<file path="src/rtl/led_seq_ctrl.sv">
// LED pattern sequencer behind the LED IP's AXI4-Lite slave: register decode, mode FSM, step prescaler.
// Optional PWM brightness stage is enabled by defining LED_SEQ_PWM_EN.
module led_seq_ctrl #(
    parameter int unsigned LED_WIDTH = 8,
    parameter int unsigned PRESC_W   = 24
) (
    input  logic                 S_AXI_ACLK,
    input  logic                 S_AXI_ARESETN,
    input  logic                 slv_reg_wren,
    input  logic [2:0]           axi_awaddr,
    input  logic [31:0]          S_AXI_WDATA,
    output logic [LED_WIDTH-1:0] LED,
    output logic                 step_tick,
    output logic                 busy
);

    localparam int unsigned MSB = LED_WIDTH - 1;

    typedef enum logic [2:0] {
        ST_OFF    = 3'd0,
        ST_STATIC = 3'd1,
        ST_BLINK  = 3'd2,
        ST_CHASE  = 3'd3,
        ST_BOUNCE = 3'd4
    } state_e;

    state_e               state_q, state_d;
    logic                 en_q, en_d;
    logic [1:0]           mode_q, mode_d;
    logic [LED_WIDTH-1:0] pattern_q, pattern_d;
    logic [PRESC_W-1:0]   period_q, period_d;
    logic [PRESC_W-1:0]   presc_q;
    logic [LED_WIDTH-1:0] work_q, work_init, work_step;
    logic                 phase_q, phase_step;
    logic                 dir_q, dir_step;
    logic [LED_WIDTH-1:0] led_q, pattern_out, led_mask;
    logic                 step_tick_q;
    logic                 wr_ctrl, wr_pat, wr_per, restart;
    logic                 unused_wdata;

    assign unused_wdata = ^S_AXI_WDATA;

    // Register write decode; any write to indices 0..2 restarts the animation
    always_comb begin
        wr_ctrl   = slv_reg_wren && (axi_awaddr == 3'd0);
        wr_pat    = slv_reg_wren && (axi_awaddr == 3'd1);
        wr_per    = slv_reg_wren && (axi_awaddr == 3'd2);
        restart   = wr_ctrl || wr_pat || wr_per;
        en_d      = wr_ctrl ? S_AXI_WDATA[0]   : en_q;
        mode_d    = wr_ctrl ? S_AXI_WDATA[2:1] : mode_q;
        pattern_d = wr_pat  ? S_AXI_WDATA[LED_WIDTH-1:0] : pattern_q;
        period_d  = wr_per  ? S_AXI_WDATA[PRESC_W-1:0]   : period_q;
    end

    // Target state and work seed that a restart loads
    always_comb begin
        state_d = ST_OFF;
        if (en_d) begin
            unique case (mode_d)
                2'd0:    state_d = ST_STATIC;
                2'd1:    state_d = ST_BLINK;
                2'd2:    state_d = ST_CHASE;
                default: state_d = ST_BOUNCE;
            endcase
        end
        if (mode_d == 2'd3) begin
            work_init = pattern_d & (LED_WIDTH'(~pattern_d) + LED_WIDTH'(1));
        end else begin
            work_init = pattern_d;
        end
    end

    // Animation update applied on each step
    always_comb begin
        work_step  = work_q;
        phase_step = phase_q;
        dir_step   = dir_q;
        unique case (state_q)
            ST_BLINK: phase_step = ~phase_q;
            ST_CHASE: work_step = {work_q[MSB-1:0], work_q[MSB]};
            ST_BOUNCE: begin
                if (!dir_q) begin
                    if (work_q[MSB]) begin
                        dir_step  = 1'b1;
                        work_step = work_q >> 1;
                    end else begin
                        work_step = work_q << 1;
                    end
                end else begin
                    if (work_q[0]) begin
                        dir_step  = 1'b0;
                        work_step = work_q << 1;
                    end else begin
                        work_step = work_q >> 1;
                    end
                end
            end
            default: ;
        endcase
    end

    always_comb begin
        pattern_out = work_q;
        unique case (state_q)
            ST_OFF:   pattern_out = '0;
            ST_BLINK: pattern_out = phase_q ? work_q : '0;
            default:  pattern_out = work_q;
        endcase
    end

`ifdef LED_SEQ_PWM_EN
    logic [7:0] bright_q;
    logic [7:0] pwm_cnt_q;

    // Brightness gate: LEDs lit while the free-running counter is below BRIGHT
    always_ff @(posedge S_AXI_ACLK) begin
        if (!S_AXI_ARESETN) begin
            bright_q  <= 8'hFF;
            pwm_cnt_q <= 8'd0;
        end else begin
            pwm_cnt_q <= pwm_cnt_q + 8'd1;
            if (slv_reg_wren && (axi_awaddr == 3'd3)) begin
                bright_q <= S_AXI_WDATA[7:0];
            end
        end
    end

    assign led_mask = {LED_WIDTH{pwm_cnt_q < bright_q}};
`else
    assign led_mask = '1;
`endif

    // Mode FSM, prescaler and animation registers
    always_ff @(posedge S_AXI_ACLK) begin
        if (!S_AXI_ARESETN) begin
            state_q     <= ST_OFF;
            en_q        <= 1'b0;
            mode_q      <= 2'd0;
            pattern_q   <= '0;
            period_q    <= '0;
            presc_q     <= '0;
            work_q      <= '0;
            phase_q     <= 1'b1;
            dir_q       <= 1'b0;
            led_q       <= '0;
            step_tick_q <= 1'b0;
        end else begin
            en_q      <= en_d;
            mode_q    <= mode_d;
            pattern_q <= pattern_d;
            period_q  <= period_d;
            led_q     <= pattern_out & led_mask;
            if (restart) begin
                state_q     <= state_d;
                presc_q     <= period_d;
                work_q      <= work_init;
                phase_q     <= 1'b1;
                dir_q       <= 1'b0;
                step_tick_q <= 1'b0;
            end else if (state_q == ST_OFF) begin
                presc_q     <= period_q;
                step_tick_q <= 1'b0;
            end else begin
                if (presc_q == '0) begin
                    presc_q     <= period_q;
                    step_tick_q <= 1'b1;
                end else begin
                    presc_q     <= presc_q - PRESC_W'(1);
                    step_tick_q <= 1'b0;
                end
                if (step_tick_q) begin
                    work_q  <= work_step;
                    phase_q <= phase_step;
                    dir_q   <= dir_step;
                end
            end
        end
    end

    assign LED       = led_q;
    assign step_tick = step_tick_q;
    assign busy      = en_q && (mode_q != 2'd0);

endmodule
</file>
<file path="config.mk">
export PLATFORM = sky130hd
export DESIGN_NAME = led_seq_ctrl
export DESIGN_NICKNAME = d
export VERILOG_FILES = /design/src/rtl/led_seq_ctrl.sv
export SDC_FILE = /design/constraint.sdc
export NUM_CORES = 1
export LEC_CHECK = 0
export CORE_MARGIN = 2
export CORE_UTILIZATION = 30
export CTS_CLUSTER_SIZE = 12
export DETAILED_ROUTE_END_ITERATION = 7
export PLACE_DENSITY_LB_ADDON = 0.05
export SYNTH_ARGS = -nofsm -noshare
export SYNTH_HDL_FRONTEND = slang
export SYNTH_SLANG_ARGS = --single-unit
</file>
<file path="constraint.sdc">
create_clock -name S_AXI_ACLK -period 3.9 [get_ports S_AXI_ACLK]
set_clock_uncertainty 0.15 [all_clocks]
set_input_delay 0.78 -clock S_AXI_ACLK [delete_from_list [all_inputs] [get_ports S_AXI_ACLK]]
set_output_delay 0.78 -clock S_AXI_ACLK [all_outputs]
set_load 0.02 [all_outputs]
</file>
==> results_dict.tcl, run 1 <==
set metrics [dict create \
    hold_viol_final 0 \
    grt_max_degree 28 \
    rsz0062_at_grt "false" \
    rr_startpoint "presc_q[11]$_SDFF_PN0_" \
    syn_area_mm2 0.00384 \
    cts_hold_buf 0 \
    timing.reg2reg.setup_slack_ns 1.24 \
    met2WireLength_um 4660 \
    hold_depth 1 \
    area_delta_synth_final_pct 23.4 \
    ctsLongestPathBuffers 2 \
    ys_seq_elements 81 \
    slew_headroom 0.513 \
    hold_slack_ns 0.312 \
    ioPinCount 48 \
    antenna_found_initial 0 \
    ys_seq_area_frac 0.422 \
    portBuffers 39 \
    crit_buf_inv 3 \
    period_minus_slack_ns 3.13 \
    place_ws_ns 0.430 \
    synth_edf_count 0 \
    cp_max_fo 6 \
    syn_nets 468 \
    synthFlopType "dfxtp_1" \
    dp.cells 630 \
    clkPwrFrac 0.425 \
    final_cells 646 \
    cp_slowest_cell "clkdlybuf4s50_1" \
    synth_cells 427 \
    combPwrFrac 0.119 \
    cts_buffers 9 \
    antenna_cells 0 \
    clk_latency_ns 0.34 \
    drive_gt1_frac 0.0886 \
    drt_wl_total_um 10300 \
    dpl.hpwl_um 7220 \
    tightest_slew_ns 0.728 \
    ant_nets 0 \
    grt_usage 0.164 \
    fin_setup_tns_ns 0 \
    crit_required_ns 4.04 \
    worstRegToRegCells 6 \
    die-area_mm2 0.0137 \
    yosys_warnings 0 \
    post_synth_num_cell_types 56 \
    syn_avg_cell_area_um2 9.00 \
    cts_tree "done" \
    fin_crit_sh 0.802 \
    p_sw_w 0.000471 \
    final_cell_mix "dfxtp_1 (81), nand2_1 (50), clkdlybuf4s50_1 (39), nor2_1 (37), a21oi_1 (35)" \
    clkTransAtPathRegs_ns 0.06 \
    worst-endpoint-arrival_ns 3.27 \
    worstSetupStartpointType "primary input" \
    drcViolationCount 0 \
    core.rowCount 41 \
    p_leak_nw 1.89 \
    dr.pass1.iters 4 \
    h-tree-depth 3 \
    switching_share 0.251 \
    reg2reg_to "presc_q[4]$_SDFF_PN0_" \
    chipWidth_um 117 \
    drv_cap 0 \
    hp-start "period_q[10]$_SDFF_PN0_" \
    hp-class "register to register" \
    hold_end "presc_q[10]$_SDFF_PN0_" \
    outcome "completed" \
    drtIter0Drc 177 \
    grt_overflow 0 \
    grt_pass1_wl_um 16800 \
    fmax_ghz 0.320 \
    wl_per_cell_um 16.0 \
    final_common_cell "dfxtp_1" \
    pwr-share-seq 0.456 \
    path_class "primary input to register" \
    post_cts_buffers 0 \
    path_delay_family "simple AND/OR/NAND/NOR gates" \
    dr_wl_met3_um 272 \
    critPathMostFrequentCell "inv_1" \
    powerDensity_mw_per_mm2 396 \
    crit_path_end_kind "register" \
    root_buffer "clkbuf_16" \
    p_int_w 0.00141 \
    ys_async_sr_fraction 0 \
    ir_drop_mv 0.155 \
    cts.sinks 81 \
    slowest_delay_ns 0.52 \
    final_nets 510 \
    worstPathCellList "clkdlybuf4s50_1 -> nor2b_1 -> nor3b_1 -> mux2i_1 -> inv_1 -> ha_1 -> inv_1 -> a21oi_1 -> nor3_1 -> o21a_1" \
    coreArea_mm2 0.0126 \
    viasPerCell 4.80 \
    ctsResizeCount 0 \
    initial_utilization 0.306 \
    vias 3102 \
    final-setup-viol-count 0 \
    drv_slew 0 \
    die_h_um 117 \
    setup_ws_ns 0.773 \
    place_congestion 0.798 \
    grt_pass1_vias 3098 \
    wl_met1_um 5190 \
    top_layer_used "met4" \
]
-- cells by family after synthesis --
| logic type | after synthesis | synth area share |
|---|---|---|
| buffers and inverters | 30 | 0.0374 |
| and+or+nand+nor | 164 | 0.228 |
| xor gates and xnor gates | 22 | 0.0501 |
| muxes | 35 | 0.0924 |
| AOI/OAI and AO/OA | 92 | 0.160 |
| adders and majority gates | 3 | 0.00976 |
| DFF | 81 | 0.422 |
-- state kept, by name, indices dropped and copies added, names as in the netlist --
signal / count
period_q: 24
phase_q: 1
LED: 8
step_tick: 1
mode_q: 2
state_q: 3
pattern_q: 8
presc_q: 24
dir_q: 1
work_q: 8
en_q: 1
-- synthesized netlist by cell type, types with 2 or more instances --
master | n | area [um^2]
a211o_1 | 2 | 17.5
a22o_1 | 4 | 35.0
o21ai_1 | 3 | 15.0
buf_2 | 6 | 30.0
nand3_1 | 9 | 45.0
buf_1 | 2 | 7.51
o2bb2ai_1 | 6 | 52.6
nor2b_1 | 3 | 18.8
xor2_1 | 11 | 96.3
nor4_1 | 3 | 18.8
dfxtp_1 | 81 | 1620
a21boi_0 | 2 | 15.0
nor2_1 | 37 | 139
o32ai_1 | 2 | 17.5
clkbuf_1 | 11 | 41.3
nor4_2 | 3 | 37.5
nor3_4 | 2 | 32.5
nor3b_1 | 3 | 22.5
inv_1 | 9 | 33.8
ha_1 | 3 | 37.5
o22ai_1 | 2 | 12.5
a221o_1 | 8 | 80.1
nand2b_1 | 3 | 18.8
a21o_1 | 2 | 15.0
mux2_2 | 4 | 45.0
nor4bb_1 | 2 | 20.0
o21a_1 | 3 | 22.5
nand4_1 | 3 | 18.8
mux2i_1 | 31 | 310
a211oi_1 | 2 | 15.0
a21oi_1 | 35 | 175
o21ai_0 | 13 | 65.1
or3_1 | 6 | 37.5
nor3_1 | 15 | 75.1
xnor2_1 | 11 | 96.3
a31oi_1 | 2 | 12.5
and2_1 | 14 | 87.6
nand2_1 | 50 | 188
nand4b_1 | 2 | 17.5
-- worst max path at each step --
stage	from	to	slack, ns	cells past startpoint
5_1_grt	slv_reg_wren	work_q[5]$_SDFFE_PN0P_	0.58	9
2_1_floorplan	slv_reg_wren	work_q[4]$_SDFFE_PN0P_	1.29	8
3_5_place_dp	axi_awaddr[2]	work_q[4]$_SDFFE_PN0P_	0.43	10
4_1_cts	axi_awaddr[2]	work_q[4]$_SDFFE_PN0P_	0.77	10
3_3_place_gp	axi_awaddr[2]	work_q[4]$_SDFFE_PN0P_	0.46	10
6_report	axi_awaddr[2]	work_q[4]$_SDFFE_PN0P_	0.77	10
-- stage by stage --
step,util,power [W],cell area [um^2]
floorplan,-,0.00102,3840
global placement,0.356,0.00110,4470
detailed placement,0.356,0.00110,4470
CTS,0.377,0.00191,4740
global route,0.377,0.00196,4740
finish,0.377,0.00188,4740
-- area by class of cell --
cell class	count	area, um^2
inverters	9	33.8
multi-input cells	316	2110
clock buffers	13	260
fillers	1304	7830
well taps	172	215
flip-flops and latches	81	1620
repair buffers	52	488
clock inverters	3	15.0
-- layer usage --
metal  up-vias  global-route usage
met2        37               0.249
met4         0              0.0604
met1      1438               0.226
met5         -                   0
li1       1612                   -
met3        15              0.0376
-- power groups by stage --
stage | Clock (W) | Combinational [W] | Sequential [W]
6_report | 0.000798 | 0.000223 | 0.000857
5_1_grt | 0.000856 | 0.000246 | 0.000859
3_5_place_dp | 0 | 0.000225 | 0.000875
3_3_place_gp | 0 | 0.000226 | 0.000875
4_1_cts | 0.000825 | 0.000226 | 0.000857
2_1_floorplan | 0 | 0.000143 | 0.000872
(Power assumes the default switching activity.)
==> run 2: changes to the inputs <==
==> constraint.sdc (replaced) <==
create_clock -name S_AXI_ACLK -period 3 [get_ports S_AXI_ACLK]
set_clock_uncertainty 0.15 [all_clocks]
set_input_delay 0.6 -clock S_AXI_ACLK [delete_from_list [all_inputs] [get_ports S_AXI_ACLK]]
set_output_delay 0.6 -clock S_AXI_ACLK [all_outputs]
set_load 0.02 [all_outputs]
==> results_dict.tcl, run 2 (synthesis results as in run 1) <==
set metrics [dict create \
    outcome "completed" \
    viasPerCell 4.80 \
    antenna_cells 0 \
    wl_per_cell_um 15.8 \
    clk_latency_ns 0.35 \
    fin_setup_tns_ns 0 \
    ctsLongestPathBuffers 2 \
    cts_buffers 9 \
    portBuffers 39 \
    cts.sinks 81 \
    worstSetupStartpointType "primary input" \
    drt_wl_total_um 10400 \
    reg_top3 "period_q: 24 flops, presc_q: 24 flops" \
    cts_tree "done" \
    crit_path_end_kind "register" \
    cp_slowest_cell "clkdlybuf4s50_1" \
    antenna_found_initial 0 \
    register_area_mm2 0.00162 \
    final_nets 521 \
    die_h_um 117 \
    grt_pass1_wl_um 16800 \
    crit_required_ns 3.10 \
    core.rowCount 41 \
    initial_utilization 0.306 \
    fmax_ghz 0.390 \
    slowest_delay_ns 0.47 \
    grt_max_degree 28 \
    cp_max_fo 6 \
    drcViolationCount 0 \
    final_common_cell "dfxtp_1" \
    hp-class "register to register" \
    grt_usage 0.165 \
    cts_hold_buf 0 \
    clkTransAtPathRegs_ns 0.06 \
    worst-endpoint-arrival_ns 2.67 \
    ant_nets 0 \
    place_congestion 0.782 \
    drv_slew 0 \
    area_delta_synth_final_pct 27.5 \
    tightest_slew_ns 0.607 \
    dpl.hpwl_um 7500 \
    die-area_mm2 0.0137 \
    drtIter0Drc 212 \
    path_class "primary input to register" \
    period_minus_slack_ns 2.56 \
    coreArea_mm2 0.0126 \
    worstPathCellList "clkdlybuf4s50_1 -> nor2b_1 -> nor3b_1 -> buf_4 -> mux2_2 -> ha_1 -> inv_1 -> a211oi_1 -> o32ai_1" \
    root_buffer "clkbuf_16" \
    vias 3151 \
    ioPinCount 48 \
    chipWidth_um 117 \
    drv_cap 0 \
    powerDensity_mw_per_mm2 533 \
    final_cell_mix "dfxtp_1 (81), nand2_1 (50), clkdlybuf4s50_1 (39), nor2_1 (37), a21oi_1 (35)" \
    final_cells 657 \
    drive_gt1_frac 0.113 \
    h-tree-depth 3 \
    grt_overflow 0 \
    worstRegToRegCells 6 \
    hold_depth 2 \
    final-setup-viol-count 0 \
    post_cts_buffers 0 \
    fin_crit_sh 0.854 \
    slew_headroom 0.592 \
    p_leak_nw 1.96 \
    ir_drop_mv 0.336 \
    multi_input_area_mm2 0.00211 \
    dp.cells 641 \
    dr.pass1.iters 4 \
    ctsResizeCount 0 \
    hold_viol_final 0 \
    rsz0062_at_grt "false" \
    nFillCells 1288 \
    grt_pass1_vias 3179 \
]
-- run 2: path summary, 6_finish.rpt --
kind	from	to	slack, ns
worst max-delay path	slv_reg_wren	work_q[5]$_SDFFE_PN0P_	0.44
worst min-delay path	period_q[22]$_SDFF_PN0_	period_q[22]$_SDFF_PN0_	0.31
worst max register to register	presc_q[3]$_SDFF_PN0_	presc_q[4]$_SDFF_PN0_	0.57
worst min register to register	period_q[22]$_SDFF_PN0_	period_q[22]$_SDFF_PN0_	0.31
-- run 2: cell type report --
class	instances	share of cell area
sequential	81	0.331
multi-input combinational	316	0.430
timing repair buffer	63	0.121
clock inverter	3	0.00944
tap	172	0.0439
clock buffer	13	0.0572
inverter	9	0.00689
-- run 2: metrics by stage --
stage | hold slack [ns] | setup slack, ns | utilization | area, um^2 | total power, W
2_1_floorplan | 0.285 | 0.569 | - | 3840 | 0.00132
3_3_place_gp | 0.298 | 0.0891 | 0.364 | 4580 | 0.00145
3_5_place_dp | 0.305 | 0.0833 | 0.364 | 4580 | 0.00145
4_1_cts | 0.314 | 0.445 | 0.390 | 4900 | 0.00266
5_1_grt | 0.342 | 0.264 | 0.390 | 4900 | 0.00273
6_report | 0.306 | 0.438 | 0.390 | 4900 | 0.00261
-- run 2: report_power, final --
group	switching, W	internal [W]	leakage [nW]	total (W)
clock	0.000453	0.000737	0.158	0.00119
sequential	0.0000184	0.00110	0.655	0.00111
combinational	0.000161	0.000145	1.15	0.000307
total	0.000632	0.00198	1.96	0.00261
-- run 2: metal layers --
metal / GRT usage / up-vias / routed length, um
met3: 0.0494 / 4 / 439
met5: 0 / - / 0
li1: - / 1630 / -
met1: 0.217 / 1465 / 5110
met2: 0.266 / 52 / 4750
met4: 0.0400 / 0 / 92
-- run 2: critical path, delay by kind of cell --
kind	cells	cell delay [ns]
buf+inv	3	0.75
compound gates	2	0.32
simple gates	2	0.38
fa+ha+maj	1	0.28
mux	1	0.34
==> run 3: changes to the inputs <==
--- a/config.mk
+++ b/config.mk
@@ -5,6 +5,7 @@
 export SDC_FILE = /design/constraint.sdc
 export NUM_CORES = 1
 export LEC_CHECK = 0
+export CORE_ASPECT_RATIO = 1.75
 export CORE_MARGIN = 2
 export CORE_UTILIZATION = 30
 export CTS_CLUSTER_SIZE = 12
==> results_dict.tcl, run 3 (synthesis results as in run 1) <==
set metrics [dict create \
    outcome "completed" \
    post_cts_buffers 0 \
    drive_gt1_frac 0.122 \
    portBuffers 39 \
    coreArea_mm2 0.0125 \
    timing.reg2reg.setup_slack_ns 0.65 \
    final_cells 658 \
    ctsLongestPathBuffers 2 \
    antenna_cells 0 \
    wl_per_cell_um 16.7 \
    final_nets 526 \
    ant_nets 0 \
    tightest_slew_ns 0.607 \
    final-setup-viol-count 0 \
    clk_latency_ns 0.34 \
    dr.pass1.iters 4 \
    p_total_w 0.00273 \
    final_common_cell "dfxtp_1" \
    chipWidth_um 89.6 \
    root_buffer "clkbuf_16" \
    cts_buffers 9 \
    cts.sinks 81 \
    post-route-util 0.395 \
    path_class "primary input to register" \
    drv_cap 0 \
    rsz0062_at_grt "false" \
    grt_overflow 0 \
    p_int_w 0.00208 \
    drv_slew 0 \
    viasPerCell 4.96 \
    initial_utilization 0.308 \
    crit_buf_inv 3 \
    crit_path_end_kind "register" \
    antenna_found_initial 0 \
    fin_setup_tns_ns 0 \
    grt_pass1_vias 3375 \
    dpl.hpwl_um 8260 \
    grt_usage 0.169 \
    worst-endpoint-arrival_ns 2.72 \
    worstPathCellList "clkdlybuf4s50_1 -> nor2b_1 -> nor3b_1 -> buf_4 -> mux2_2 -> ha_1 -> inv_1 -> a21oi_1 -> nor3_1 -> o21a_1" \
    fmax_ghz 0.388 \
    drtIter0Drc 125 \
    h-tree-depth 3 \
    clkPwrFrac 0.477 \
    nFillCells 1299 \
    crit_required_ns 3.14 \
    slew_headroom 0.593 \
    core.rowCount 54 \
    period_minus_slack_ns 2.58 \
    pwr-share-seq 0.409 \
    setup_ws_ns 0.420 \
    clkTransAtPathRegs_ns 0.07 \
    cp_slowest_cell "clkdlybuf4s50_1" \
    grt_pass1_wl_um 17700 \
    area_delta_synth_final_pct 28.4 \
    drt_wl_total_um 11000 \
    drcViolationCount 0 \
    slowest_delay_ns 0.47 \
    place_ws_ns 0.0794 \
    vias 3261 \
    p_leak_nw 1.99 \
    cts_tree "done" \
    die_h_um 154 \
    ir_drop_mv 0.270 \
    combPwrFrac 0.114 \
    ioPinCount 48 \
    reg_top3 "period_q: 24 flops, presc_q: 24 flops" \
    dp.cells 642 \
    fin_crit_sh 0.860 \
    final_cell_mix "dfxtp_1 (81), nand2_1 (50), clkdlybuf4s50_1 (39), nor2_1 (37), a21oi_1 (35)" \
    cp_max_fo 6 \
    ctsResizeCount 0 \
    worstSetupStartpointType "primary input" \
    cts_hold_buf 0 \
    p_sw_w 0.000645 \
    powerDensity_mw_per_mm2 552 \
    path_delay_family "buffers and inverters" \
    die-area_mm2 0.0138 \
    grt_max_degree 21 \
    hold_viol_final 0 \
    switching_share 0.237 \
    place_congestion 0.766 \
    hp-class "register to register" \
]
[run 3: worst min-delay path, stage by stage, from the launching register on]
cell and delay (ns):
dfxtp_1 0.30, nand2_1 0.04, a21oi_1 0.07
[run 3: worst paths after layout]
kind | from | to | depth (start not counted)
hold reg to reg | period_q[20]$_SDFF_PN0_ | period_q[20]$_SDFF_PN0_ | 2
setup reg to reg | presc_q[11]$_SDFF_PN0_ | presc_q[4]$_SDFF_PN0_ | 6
setup / recovery | slv_reg_wren | work_q[4]$_SDFFE_PN0P_ | 10
hold / removal | period_q[20]$_SDFF_PN0_ | period_q[20]$_SDFF_PN0_ | 2
[run 3: layer usage]
layer / vias to the layer above / routed length [um] / share of wire / GRT usage
li1: 1641 / - / - / -
met1: 1553 / 4280 / 0.39 / 0.179
met2: 50 / 6220 / 0.56 / 0.317
met3: 17 / 258 / 0.023 / 0.0279
met4: 0 / 261 / 0.024 / 0.0661
met5: - / 0 / 0 / 0
[run 3: stage by stage]
step           hold slack (ns)  cell area [um^2]
2_1_floorplan            0.285              3840
3_3_place_gp             0.301              4580
3_5_place_dp             0.303              4580
4_1_cts                  0.314              4940
5_1_grt                  0.343              4940
6_report                 0.312              4940
[run 3: power by group through the flow]
stage | sequential, W | combinational (W) | clock, W
after floorplan | 0.00113 | 0.000187 | 0
after global placement | 0.00114 | 0.000314 | 0
after detailed placement | 0.00114 | 0.000313 | 0
after CTS | 0.00111 | 0.000316 | 0.00133
after global routing | 0.00112 | 0.000345 | 0.00137
final | 0.00111 | 0.000311 | 0.00130
[run 3: layout make-up]
cell class                      instances  area (um^2)  share of cell area
Timing Repair Buffer                   68          608               0.123
Inverter                                9         33.8             0.00684
Multi-Input combinational cell        316         2110               0.427
Clock buffer                           10          239              0.0484
Clock inverter                          6          115              0.0233
Tap cell                              168          210              0.0426
Sequential cell                        81         1620               0.328
